==> src/rtl/sys_timer_pkg.sv <==
// Shared constants for the memory-mapped countdown timer:
// register offsets, CTRL bit positions, mode and state encodings.
package sys_timer_pkg;

    localparam logic [1:0] TMR_CTRL   = 2'd0;
    localparam logic [1:0] TMR_PRESET = 2'd1;
    localparam logic [1:0] TMR_COUNT  = 2'd2;

    localparam logic [1:0] TMR_ONESHOT = 2'b00;
    localparam logic [1:0] TMR_RELOAD  = 2'b01;

    localparam int CTRL_EN   = 0;
    localparam int CTRL_MODE = 1;
    localparam int CTRL_IM   = 3;

    typedef enum logic [1:0] {
        TMR_IDLE = 2'd0,
        TMR_LOAD = 2'd1,
        TMR_CNT  = 2'd2,
        TMR_INT  = 2'd3
    } tmr_state_e;

    // Modes 1x fall back to one-shot.
    function automatic logic is_reload(input logic [1:0] mode);
        return mode == TMR_RELOAD;
    endfunction

    function automatic logic [31:0] lane_merge(
        input logic [31:0] old,
        input logic [31:0] wd,
        input logic [3:0]  be
    );
        logic [31:0] r;
        r = old;
        for (int i = 0; i < 4; i++) begin
            if (be[i]) r[8*i +: 8] = wd[8*i +: 8];
        end
        return r;
    endfunction

endpackage

==> src/rtl/sys_timer_tick_gen.sv <==
// Count-tick prescaler: pulses tick once every PRESCALE cycles of run.
// Ports: clk, reset (async, active-low), clr, run in; tick out.
module timer_tick_gen #(
    parameter int PRESCALE = 1
) (
    input  logic clk,
    input  logic reset,
    input  logic clr,
    input  logic run,
    output logic tick
);

    localparam int W = (PRESCALE > 1) ? $clog2(PRESCALE) : 1;
    localparam logic [W-1:0] LAST = W'(PRESCALE - 1);

    logic [W-1:0] pcnt;

    assign tick = run && (pcnt == LAST);

    always_ff @(posedge clk or negedge reset) begin
        if (!reset) begin
            pcnt <= '0;
        end else if (clr) begin
            pcnt <= '0;
        end else if (run) begin
            pcnt <= tick ? '0 : pcnt + 1'b1;
        end
    end

endmodule

==> src/rtl/sys_timer.sv <==
// Memory-mapped countdown timer with one-shot / auto-reload modes.
// Ports: clk, reset (async low), addr/byteen/wdata bus in; rdata, irq out.
module sys_timer
    import sys_timer_pkg::*;
#(
    parameter logic [31:0] BASE_ADDR = 32'h0000_7F00,
    parameter int          PRESCALE  = 1
) (
    input  logic        clk,
    input  logic        reset,
    input  logic [31:0] addr,
    input  logic [3:0]  byteen,
    input  logic [31:0] wdata,
    output logic [31:0] rdata,
    output logic        irq
);

    tmr_state_e  state_q, state_d;
    logic [3:0]  ctrl_q;
    logic [31:0] preset_q;
    logic [31:0] count_q;
    logic        flag_q;

    logic        hit, wr_ctrl, wr_preset;
    logic [1:0]  off;
    logic        tick;
    logic        load, dec, enter_int, end_oneshot, leave_reload;
    logic        addr_unused;

    assign addr_unused = ^addr[1:0];

    assign hit       = addr[31:4] == BASE_ADDR[31:4];
    assign off       = addr[3:2];
    assign wr_ctrl   = hit && (|byteen) && (off == TMR_CTRL);
    assign wr_preset = hit && (|byteen) && (off == TMR_PRESET);

    timer_tick_gen #(
        .PRESCALE (PRESCALE)
    ) u_tick (
        .clk   (clk),
        .reset (reset),
        .clr   (state_q == TMR_LOAD),
        .run   (state_q == TMR_CNT),
        .tick  (tick)
    );

    always_ff @(posedge clk or negedge reset) begin
        if (!reset) state_q <= TMR_IDLE;
        else        state_q <= state_d;
    end

    always_comb begin
        state_d      = state_q;
        load         = 1'b0;
        dec          = 1'b0;
        enter_int    = 1'b0;
        end_oneshot  = 1'b0;
        leave_reload = 1'b0;
        unique case (state_q)
            TMR_IDLE: begin
                if (ctrl_q[CTRL_EN]) state_d = TMR_LOAD;
            end
            TMR_LOAD: begin
                load    = 1'b1;
                state_d = TMR_CNT;
            end
            TMR_CNT: begin
                if (!ctrl_q[CTRL_EN]) begin
                    state_d = TMR_IDLE;
                end else if (tick) begin
                    if (count_q == '0) begin
                        state_d   = TMR_INT;
                        enter_int = 1'b1;
                    end else begin
                        dec = 1'b1;
                    end
                end
            end
            TMR_INT: begin
                if (is_reload(ctrl_q[CTRL_MODE +: 2])) begin
                    state_d      = TMR_LOAD;
                    leave_reload = 1'b1;
                end else begin
                    state_d     = TMR_IDLE;
                    end_oneshot = 1'b1;
                end
            end
            default: state_d = TMR_IDLE;
        endcase
    end

    // A software CTRL write outranks the one-shot EN clear.
    always_ff @(posedge clk or negedge reset) begin
        if (!reset) begin
            ctrl_q   <= '0;
            preset_q <= '0;
            count_q  <= '0;
            flag_q   <= 1'b0;
        end else begin
            if (wr_ctrl && byteen[0]) ctrl_q <= wdata[3:0];
            else if (end_oneshot)     ctrl_q[CTRL_EN] <= 1'b0;

            if (wr_preset) preset_q <= lane_merge(preset_q, wdata, byteen);

            if (load)     count_q <= preset_q;
            else if (dec) count_q <= count_q - 32'd1;

            if (enter_int)                    flag_q <= 1'b1;
            else if (wr_ctrl || leave_reload) flag_q <= 1'b0;
        end
    end

    always_comb begin
        rdata = '0;
        if (hit) begin
            case (off)
                TMR_CTRL:   rdata = {28'b0, ctrl_q};
                TMR_PRESET: rdata = preset_q;
                TMR_COUNT:  rdata = count_q;
                default:    rdata = '0;
            endcase
        end
    end

    assign irq = flag_q & ctrl_q[CTRL_IM];

endmodule

==> config.mk <==
export PLATFORM = sky130hd
export DESIGN_NAME = sys_timer
export DESIGN_NICKNAME = d
export VERILOG_FILES = /design/src/rtl/sys_timer_pkg.sv /design/src/rtl/sys_timer_tick_gen.sv /design/src/rtl/sys_timer.sv
export SDC_FILE = /design/constraint.sdc
export NUM_CORES = 1
export LEC_CHECK = 0
export BUFFER_PORTS_ARGS = -buffer_cell sky130_fd_sc_hd__clkbuf_2
export CAP_MARGIN = 20
export CORE_MARGIN = 3
export CORE_UTILIZATION = 46
export CTS_CLUSTER_DIAMETER = 40
export DETAILED_ROUTE_END_ITERATION = 16
export HOLD_SLACK_MARGIN = 0.02
export PLACE_DENSITY = 0.71
export SLEW_MARGIN = 25
export SYNTH_ARGS = -nofsm -noshare
export SYNTH_HDL_FRONTEND = slang
export SYNTH_SLANG_ARGS = --single-unit
==> constraint.sdc <==
create_clock -name clk -period 2.9 [get_ports clk]
set_clock_uncertainty 0.15 [all_clocks]
set_input_delay 0.29 -clock clk [delete_from_list [all_inputs] [get_ports clk]]
set_output_delay 0.29 -clock clk [all_outputs]
set_load 0.005 [all_outputs]
Word level (Yosys, flattened, before mapping) --
Cells that the tools add are included.
Word-level totals: bits in registers 72, bits in latches 0, memory bits (writable) 0, memory bits (read-only) 0, input bits 70, output and inout bits 33, logic and storage cells 73, memories kept 0
Operators by class: add/subtract/negate cells 2, $mul 0, divide/modulo/power cells 0, order comparisons 0, equal/unequal tests 10, shifts and indexed selects 0, multiplexer cells 30, bitwise gates (word level) 2, reduce and logical (&&, ||, !) cells 19
Operators by type and width (number):
- 2-to-1 mux 32 bit | 3
- case mux 32 bit (3 select lines) | 1
- logical NOT 32 bit | 1
- subtractor 32 x 1 -> 32 bit, second input constant | 1
- equality test 28 x 11 -> 1 bit, second input constant | 1
- 2-to-1 mux 1 bit | 21
- 2-to-1 mux 2 bit | 4
- case mux 2 bit (4 select lines) | 1
- AND reduction 2 bit | 4
- nonzero test 2 bit | 4
- equality test 2 x 1 -> 1 bit, second input constant | 3
- equality test 2 bit, second input constant | 3
- inequality test 3 bit, second input constant | 2
- logical AND 1 bit | 5
- logical NOT 2 bit | 2
- OR reduction 4 bit | 1
- AND reduction 3 bit | 1
- inequality test 2 bit, second input constant | 1
- adder 1 bit, second input constant | 1
- bitwise AND 1 bit | 1
- logical OR 1 bit | 1
- NOT 1 bit | 1

Depth between registers and ports, before layout --
Gate-level depths: netlist (run 1).
depth after elaboration 7, gate-level depth with buffers 9

Hierarchy --
From an unflattened synthesis (run 1), not the netlist that was laid out.
Second synthesis, totals: cells, all modules 449, area, all modules 4275.4 sq um
By module, submodules not included:
- sys_timer | instances 1, cells each 446, area each 4229.1 sq um
- timer_tick_gen | instances 1, cells each 3, area each 46.3 sq um

Least setup slack after synthesis (run 1) --
OpenSTA, ideal clock, no wires.
path type reg-to-reg, start register count_q[16], end register count_q[29], arrival 2499 ps, slack 169 ps, cell stages (with the launch flop) 8, buffers on the path 2, cell sequence dfrtp_1 or4_1 buf_2 or3_1 buf_6 or4_1 or3_1 a31oi_1
Between the ends: longest elaborated chain between the ends 6, elaborated cells between the ends (all ways) 9
RTL lines:
- from (decl) | line sys_timer.sv:21 | logic [31:0] count_q;
- from (signal assigned) | line sys_timer.sv:105 | if (load) count_q <= preset_q;
- from (signal assigned) | line sys_timer.sv:106 | else if (dec) count_q <= count_q - 32'd1;
- branches (longest 6 deep; another with subtractor 32 x 1 -> 32 bit)
Several ways; the timed one is not identified. The select of a mux whose other input is x is not followed. A chain may end at the register's enable or synchronous reset.

Worst setup path after layout (run 1) --
Same ends and word-level chain as after synthesis.

==> impl_metrics.csv, run 1 <==
group,metric,value,unit
cells_and_area,layout-drive-gt1-share,32.3,%
worst_setup_path,worstPathRequired,3020,ps
timing,period_needed,2700,ps
grt,grt_pass1_vias,3968,
worst_setup_path,endpoint_kind,"flip-flop",
pwr,p_leak,2.53,nW
timing,setup_slack,199,ps
die,rows,34,
routing,via_per_inst,5.79,
grt,grt_start_max_net_pins,41,
cells_and_area,multi_input_area,2270,µm²
worst_setup_path,startpoint_type,"flip-flop",
timing,slew_violations,0,
clock_network,hold_buffers,16,
status,status,"complete, no violations",
grt,grt_pass1_wl,18500,µm
synthesis,post-synth-top-area-cell,"dfrtp_1",
cells_and_area,n_antenna_cell,0,
routing,drc,0,
synthesis,syn_area,4240,µm²
routing,vias,3925,
clock_network,ctsResizeCount,0,
routing,wl,11300,µm
die,coreArea,8850,µm²
pwr,pwr_density_cell,432,nW/µm²
timing,fmax,370,MHz
clock_network,cts_max_level,3,
placed_design,dp_hpwl,8130,µm
synthesis,synth_edf_count,0,
clock_network,clk-insertion-delay-late,350,ps
synthesis,syn_area_per_cell,9.50,µm²
die,start_util,47.9,%
grt,overflow,0,
routing,drt-wirelength-per-cell,16.6,µm
clock_network,numCtsBuffers,9,
worst_setup_path,crit_fanout,7,
pwr,vdd_drop_max,0.000263,V
timing,fin_tns_setup,0,ps
timing,rsz0062_at_grt,"no",
cells_and_area,final_nets,642,
timing,hold_ws,23.4,ps
routing,drtAntennaViolNets,0,
cells_and_area,fill_cells,811,
synthesis,synth_commonest_cells,"dfrtp_1, nor2_1, mux2_2",
synthesis,ys.flop_type,"dfrtp_1",
clock_network,numClockSinks,72,
synthesis,yosys.cell_count.top_type,"dfrtp_1",
placed_design,io_buffers,100,
timing,slew-limit-headroom,46.8,%
placed_design,gp_congestion,0.846,
clock_network,cts_setup_buffers,0,
synthesis,synth_top_area_share,42.5,%
min_path,hold_class,"in -> reg",
synthesis,synth-seq-area-share,42.5,%
clock_network,clk_pin_slew_worst_paths,80,ps
worst_setup_path,worstSetupPathType,"reg -> reg",
placed_design,pre_cts_ws,222,ps
die,die_w,102,µm
timing,finalCritPeriodShare,93.1,%
synthesis,synthArstFlopShare,100,%
worst_setup_path,arrival,2820,ps
die,dieArea,10400,µm²
grt,grt_usage,22.2,%
clock_network,tritoncts,"done",
flow_run,cap_violations,0,
timing,setup_violations,0,
timing,tightest_slew,798,ps
synthesis,ys_seq_elements,72,
timing,finalHoldViolations,0,
synthesis,synth_cells,446,
clock_network,cts_buffer_depth,2,
cells_and_area,seq_area,1800,µm²
die,io_pins,103,
synthesis,synth_area_leaders,"dfrtp_1, mux2_2, nor2_1",
synthesis,yosysWarnings,0,
cells_and_area,syn_to_final_growth,25.9,%
clock_network,cts-root-buf,"clkbuf_8",
grt,antenna_found_initial,0,
die,die_y,102,µm
routing,drtIter0Drc,172,
routing,dr.pass1.iters,5,
synthesis,synth_cell_types,47,
synthesis,postSynthNetCount,522,
[area by class of cell]
cell class	instances	area share (%)
Sequential cell	72	33.8
Multi-Input combinational cell	331	42.5
Timing Repair Buffer	138	15.7
Clock inverter	5	1.97
Inverter	14	0.985
Tap cell	108	2.53
Clock buffer	10	2.58
[stage by stage]
step,total power (W),cell area [µm²],std cells,util [%]
finish,0.00230,5340,678,60.3
global route,0.00238,5340,678,60.3
CTS,0.00231,5340,678,60.3
detailed placement,0.00132,4930,647,55.8
global placement,0.00131,4930,647,55.8
floorplan,0.00120,4240,446,-
[cell families after synthesis]
group	after synthesis	share of synthesized area (%)
compound gates	98	15.6
xor+xnor	8	1.65
fa+ha+maj	6	1.77
buf+inv	43	4.16
flops	72	42.5
mux	42	11.0
simple gates	177	23.2
[metal layers]
layer / track usage, % / vias up / share of wire (%)
met1: 28.2 / 1898 / 44
met4: 7.06 / 0 / 0.80
li1: - / 1917 / -
met5: 0 / - / 0
met2: 38.8 / 100 / 51
met3: 3.55 / 10 / 4.6
[layout by cell type, fill, tap and decap left out, types with 5 or more instances in the layout]
master          n
nor3_1          6
or3_1          18
mux2_2         38
xor2_1          5
ha_1            6
nand3_1         9
clkbuf_8       10
dfrtp_1        72
inv_1          13
o31ai_1        13
dlygate4sd3_1  16
a22oi_1        28
nor2_1         66
a21oi_1         6
nor4_1         12
clkbuf_2       99
or4_1          23
o21ai_0        17
buf_4          21
a31oi_1        21
nand4_1         5
nand2_1        16
[critical path: stages, from the launching register on]
cell and delay (ps):
dfrtp_1 450, or4_1 590, or3_1 400, or4_1 540, or3_1 320, a31oi_1 170
[flip-flops by register name (all words and copies together) (netlist names)]
name,cells
count_q,32
ctrl_q,4
flag_q,1
preset_q,32
state_q,2
u_tick.pcnt,1
[worst paths after layout]
check	start	end	slack, ps	cells after the start
min in group asynchronous	reset	preset_q[19]	420	2
setup reg to reg	count_q[16]	count_q[29]	200	5
hold reg to reg	preset_q[24]	count_q[24]	370	2
hold / removal	wdata[31]	preset_q[31]	20	2
max in group asynchronous	reset	count_q[10]	1500	3
setup / recovery	count_q[16]	count_q[29]	200	5
[power breakdown]
part           total, W  switching [W]  internal (W)
registers       0.00102      0.0000107       0.00101
clock network  0.000983       0.000392      0.000590
logic          0.000300       0.000179      0.000121
No activity file was read; power rests on OpenSTA's default activity.
==> run 2, diff against run 1 <==
--- a/config.mk
+++ b/config.mk
@@ -5,6 +5,7 @@
 export SDC_FILE = /design/constraint.sdc
 export NUM_CORES = 1
 export LEC_CHECK = 0
+export ABC_CLOCK_PERIOD_IN_PS = 3200
 export BUFFER_PORTS_ARGS = -buffer_cell sky130_fd_sc_hd__clkbuf_2
 export CAP_MARGIN = 20
 export CORE_MARGIN = 3
@@ -12,8 +13,8 @@
 export CTS_CLUSTER_DIAMETER = 40
 export DETAILED_ROUTE_END_ITERATION = 16
 export HOLD_SLACK_MARGIN = 0.02
-export PLACE_DENSITY = 0.71
-export SLEW_MARGIN = 25
+export PLACE_DENSITY = 0.68
+export SLEW_MARGIN = 20
 export SYNTH_ARGS = -nofsm -noshare
 export SYNTH_HDL_FRONTEND = slang
 export SYNTH_SLANG_ARGS = --single-unit
==> constraint.sdc (replaced) <==
create_clock -name clk -period 3.2 [get_ports clk]
set_clock_uncertainty 0.15 [all_clocks]
set_input_delay 0.32 -clock clk [delete_from_list [all_inputs] [get_ports clk]]
set_output_delay 0.32 -clock clk [all_outputs]
set_load 0.005 [all_outputs]
==> impl_metrics.csv, run 2 (synthesis gave the netlist of run 1 again) <==
group,metric,value,unit
status,status,"complete, no violations",
pwr,p_leak,2.43,nW
die,die_y,102,µm
grt,grt_start_max_net_pins,43,
worst_setup_path,critical_path.max_stage_delay,680,ps
timing,finalCritPeriodShare,87.2,%
cells_and_area,final_nets,624,
timing,finalHoldViolations,0,
worst_setup_path,startpoint_type,"flip-flop",
clock_network,cts_setup_buffers,0,
clock_network,cts-root-buf,"clkbuf_8",
clock_network,clk-insertion-delay-late,340,ps
grt,grt-busiest-layer,"met2",
worst_setup_path,worstSetupPathType,"reg -> reg",
cells_and_area,layout_common_cells,"clkbuf_2, dfrtp_1, nor2_1, mux2_2, a22oi_1",
grt,overflow,0,
worst_setup_path,crit_family,"simple AND/OR/NAND/NOR gates",
worst_setup_path,crit_fanout,9,
timing,slew_violations,0,
die,io_pins,103,
routing,via_per_inst,5.87,
worst_setup_path,arrival,2910,ps
die,die_w,102,µm
cells_and_area,reg_top3,"count_q (32), preset_q (32), ctrl_q (4)",
cells_and_area,layout-drive-gt1-share,32.7,%
worst_setup_path,cp_num_cells,5,
timing,setup_violations,0,
routing,dr.pass1.iters,4,
worst_setup_path,regToRegSetupSlack,410,ps
timing,fin_tns_setup,0,ps
grt,antenna_found_initial,0,
grt,use_met1,27.2,%
timing,period_needed,2790,ps
pwr,p_seq_share,51.4,%
pwr,pwr-share-comb,13.9,%
pwr,pwr_density_cell,355,nW/µm²
routing,drc,0,
clock_network,numCtsBuffers,9,
worst_setup_path,cp_slowest_cell,"or4_1",
worst_setup_path,endpoint_kind,"flip-flop",
flow_run,cap_violations,0,
cells_and_area,syn_to_final_growth,19.9,%
pwr,p_int,0.00130,W
min_path,min_to,"preset_q[29]",
timing,slew-limit-headroom,49.8,%
clock_network,numClockSinks,72,
min_path,hold_class,"in -> reg",
timing,tightest_slew,753,ps
die,rows,34,
timing,fmax,358,MHz
grt,grt_pass1_wl,17700,µm
pwr,vdd_drop_max,0.000197,V
worst_setup_path,path_cells,"or4_1 > or3_1 > or4_1 > or3_1 > a31oi_1",
die,coreArea,8850,µm²
min_path,whs_path_depth,2,
placed_design,io_buffers,100,
pwr,p_clk_share,34.7,%
grt,grt_pass1_vias,3779,
routing,drtAntennaViolNets,0,
cells_and_area,layout_commonest_cell,"clkbuf_2",
routing,vias,3868,
routing,drt-wirelength-per-cell,16.4,µm
pwr,p_switching,0.000501,W
routing,wl,10800,µm
cells_and_area,n_antenna_cell,0,
clock_network,tritoncts,"done",
timing,rsz0062_at_grt,"no",
placed_design,dp_cells,644,
die,start_util,47.9,%
grt,use_met3,4.57,%
cells_and_area,fill_cells,837,
die,dieArea,10400,µm²
grt,gr-usage-met2,36.4,%
pwr,swShare,27.8,%
min_path,hp-start,"wdata[29]",
worst_setup_path,r2r_end,"count_q[29]",
pwr,p_total,0.00180,W
worst_setup_path,critPathBufInv,0,
placed_design,dp_hpwl,8060,µm
clock_network,clk_pin_slew_worst_paths,80,ps
worst_setup_path,reg2regPathDepth,5,
worst_setup_path,worstPathRequired,3320,ps
routing,drtIter0Drc,142,
worst_setup_path,reg2reg_from,"count_q[16]",
placed_design,gp_congestion,0.836,
clock_network,cts_buffer_depth,2,
cells_and_area,layout.cells.non_filler,659,
grt,grt_usage,21.2,%
clock_network,cts_max_level,3,
-- run 2: worst register-to-register path: stages, from the launching register on --
cell and delay, ps:
dfrtp_1 440, or4_1 680, or3_1 440, or4_1 540
or3_1 310, a31oi_1 160
-- run 2: cell type report --
class / count / area (µm²) / share of cell area (%)
clock buffers: 10 / 138 / 2.71
clock inverters: 4 / 22.5 / 0.443
inverters: 14 / 52.6 / 1.03
multi-input cells: 331 / 2270 / 44.6
flip-flops and latches: 72 / 1800 / 35.5
well taps: 108 / 135 / 2.66
repair buffers: 120 / 666 / 13.1
-- run 2: power by group through the flow --
stage                     sequential (W)  combinational [W]  clock, W
after floorplan                 0.000940           0.000143         0
after global placement          0.000943           0.000245         0
after detailed placement        0.000944           0.000249         0
after CTS                       0.000926           0.000251  0.000644
after global routing            0.000927           0.000281  0.000675
final                           0.000926           0.000251  0.000625
-- run 2: worst max path at each step --
stage	startpoint	endpoint	slack, ps
finish	count_q[16]	count_q[29]	410
floorplan	count_q[16]	count_q[29]	470
CTS	count_q[16]	count_q[1]	410
global placement	count_q[16]	count_q[29]	450
global route	count_q[16]	count_q[1]	200
detailed placement	count_q[16]	count_q[29]	430
-- run 2: per-layer routing --
layer / vias to the layer above / wire length [µm] / share of wire, %
met3: 14 / 415 / 3.8
met4: 0 / 141 / 1.3
met5: - / 0 / 0
met1: 1897 / 4830 / 45
met2: 86 / 5430 / 50
li1: 1871 / - / -
-- run 2: through the flow --
stage / util, % / cell area [µm²] / setup slack (ps) / hold WS, ps
after floorplan: - / 4240 / 469 / -126
after global placement: 55.5 / 4910 / 452 / 274
after detailed placement: 55.5 / 4910 / 432 / 282
after CTS: 57.4 / 5080 / 414 / 37.4
after global routing: 57.4 / 5080 / 200 / 45.6
final: 57.4 / 5080 / 408 / 51.9
-- run 2: repair_timing --
action | in CTS | in global routing
gates resized for setup | 0 | 0
hold buffers | 1 | 0
endpoints found under the setup margin | 0 | 0
endpoints found under the hold margin | 30 | 0
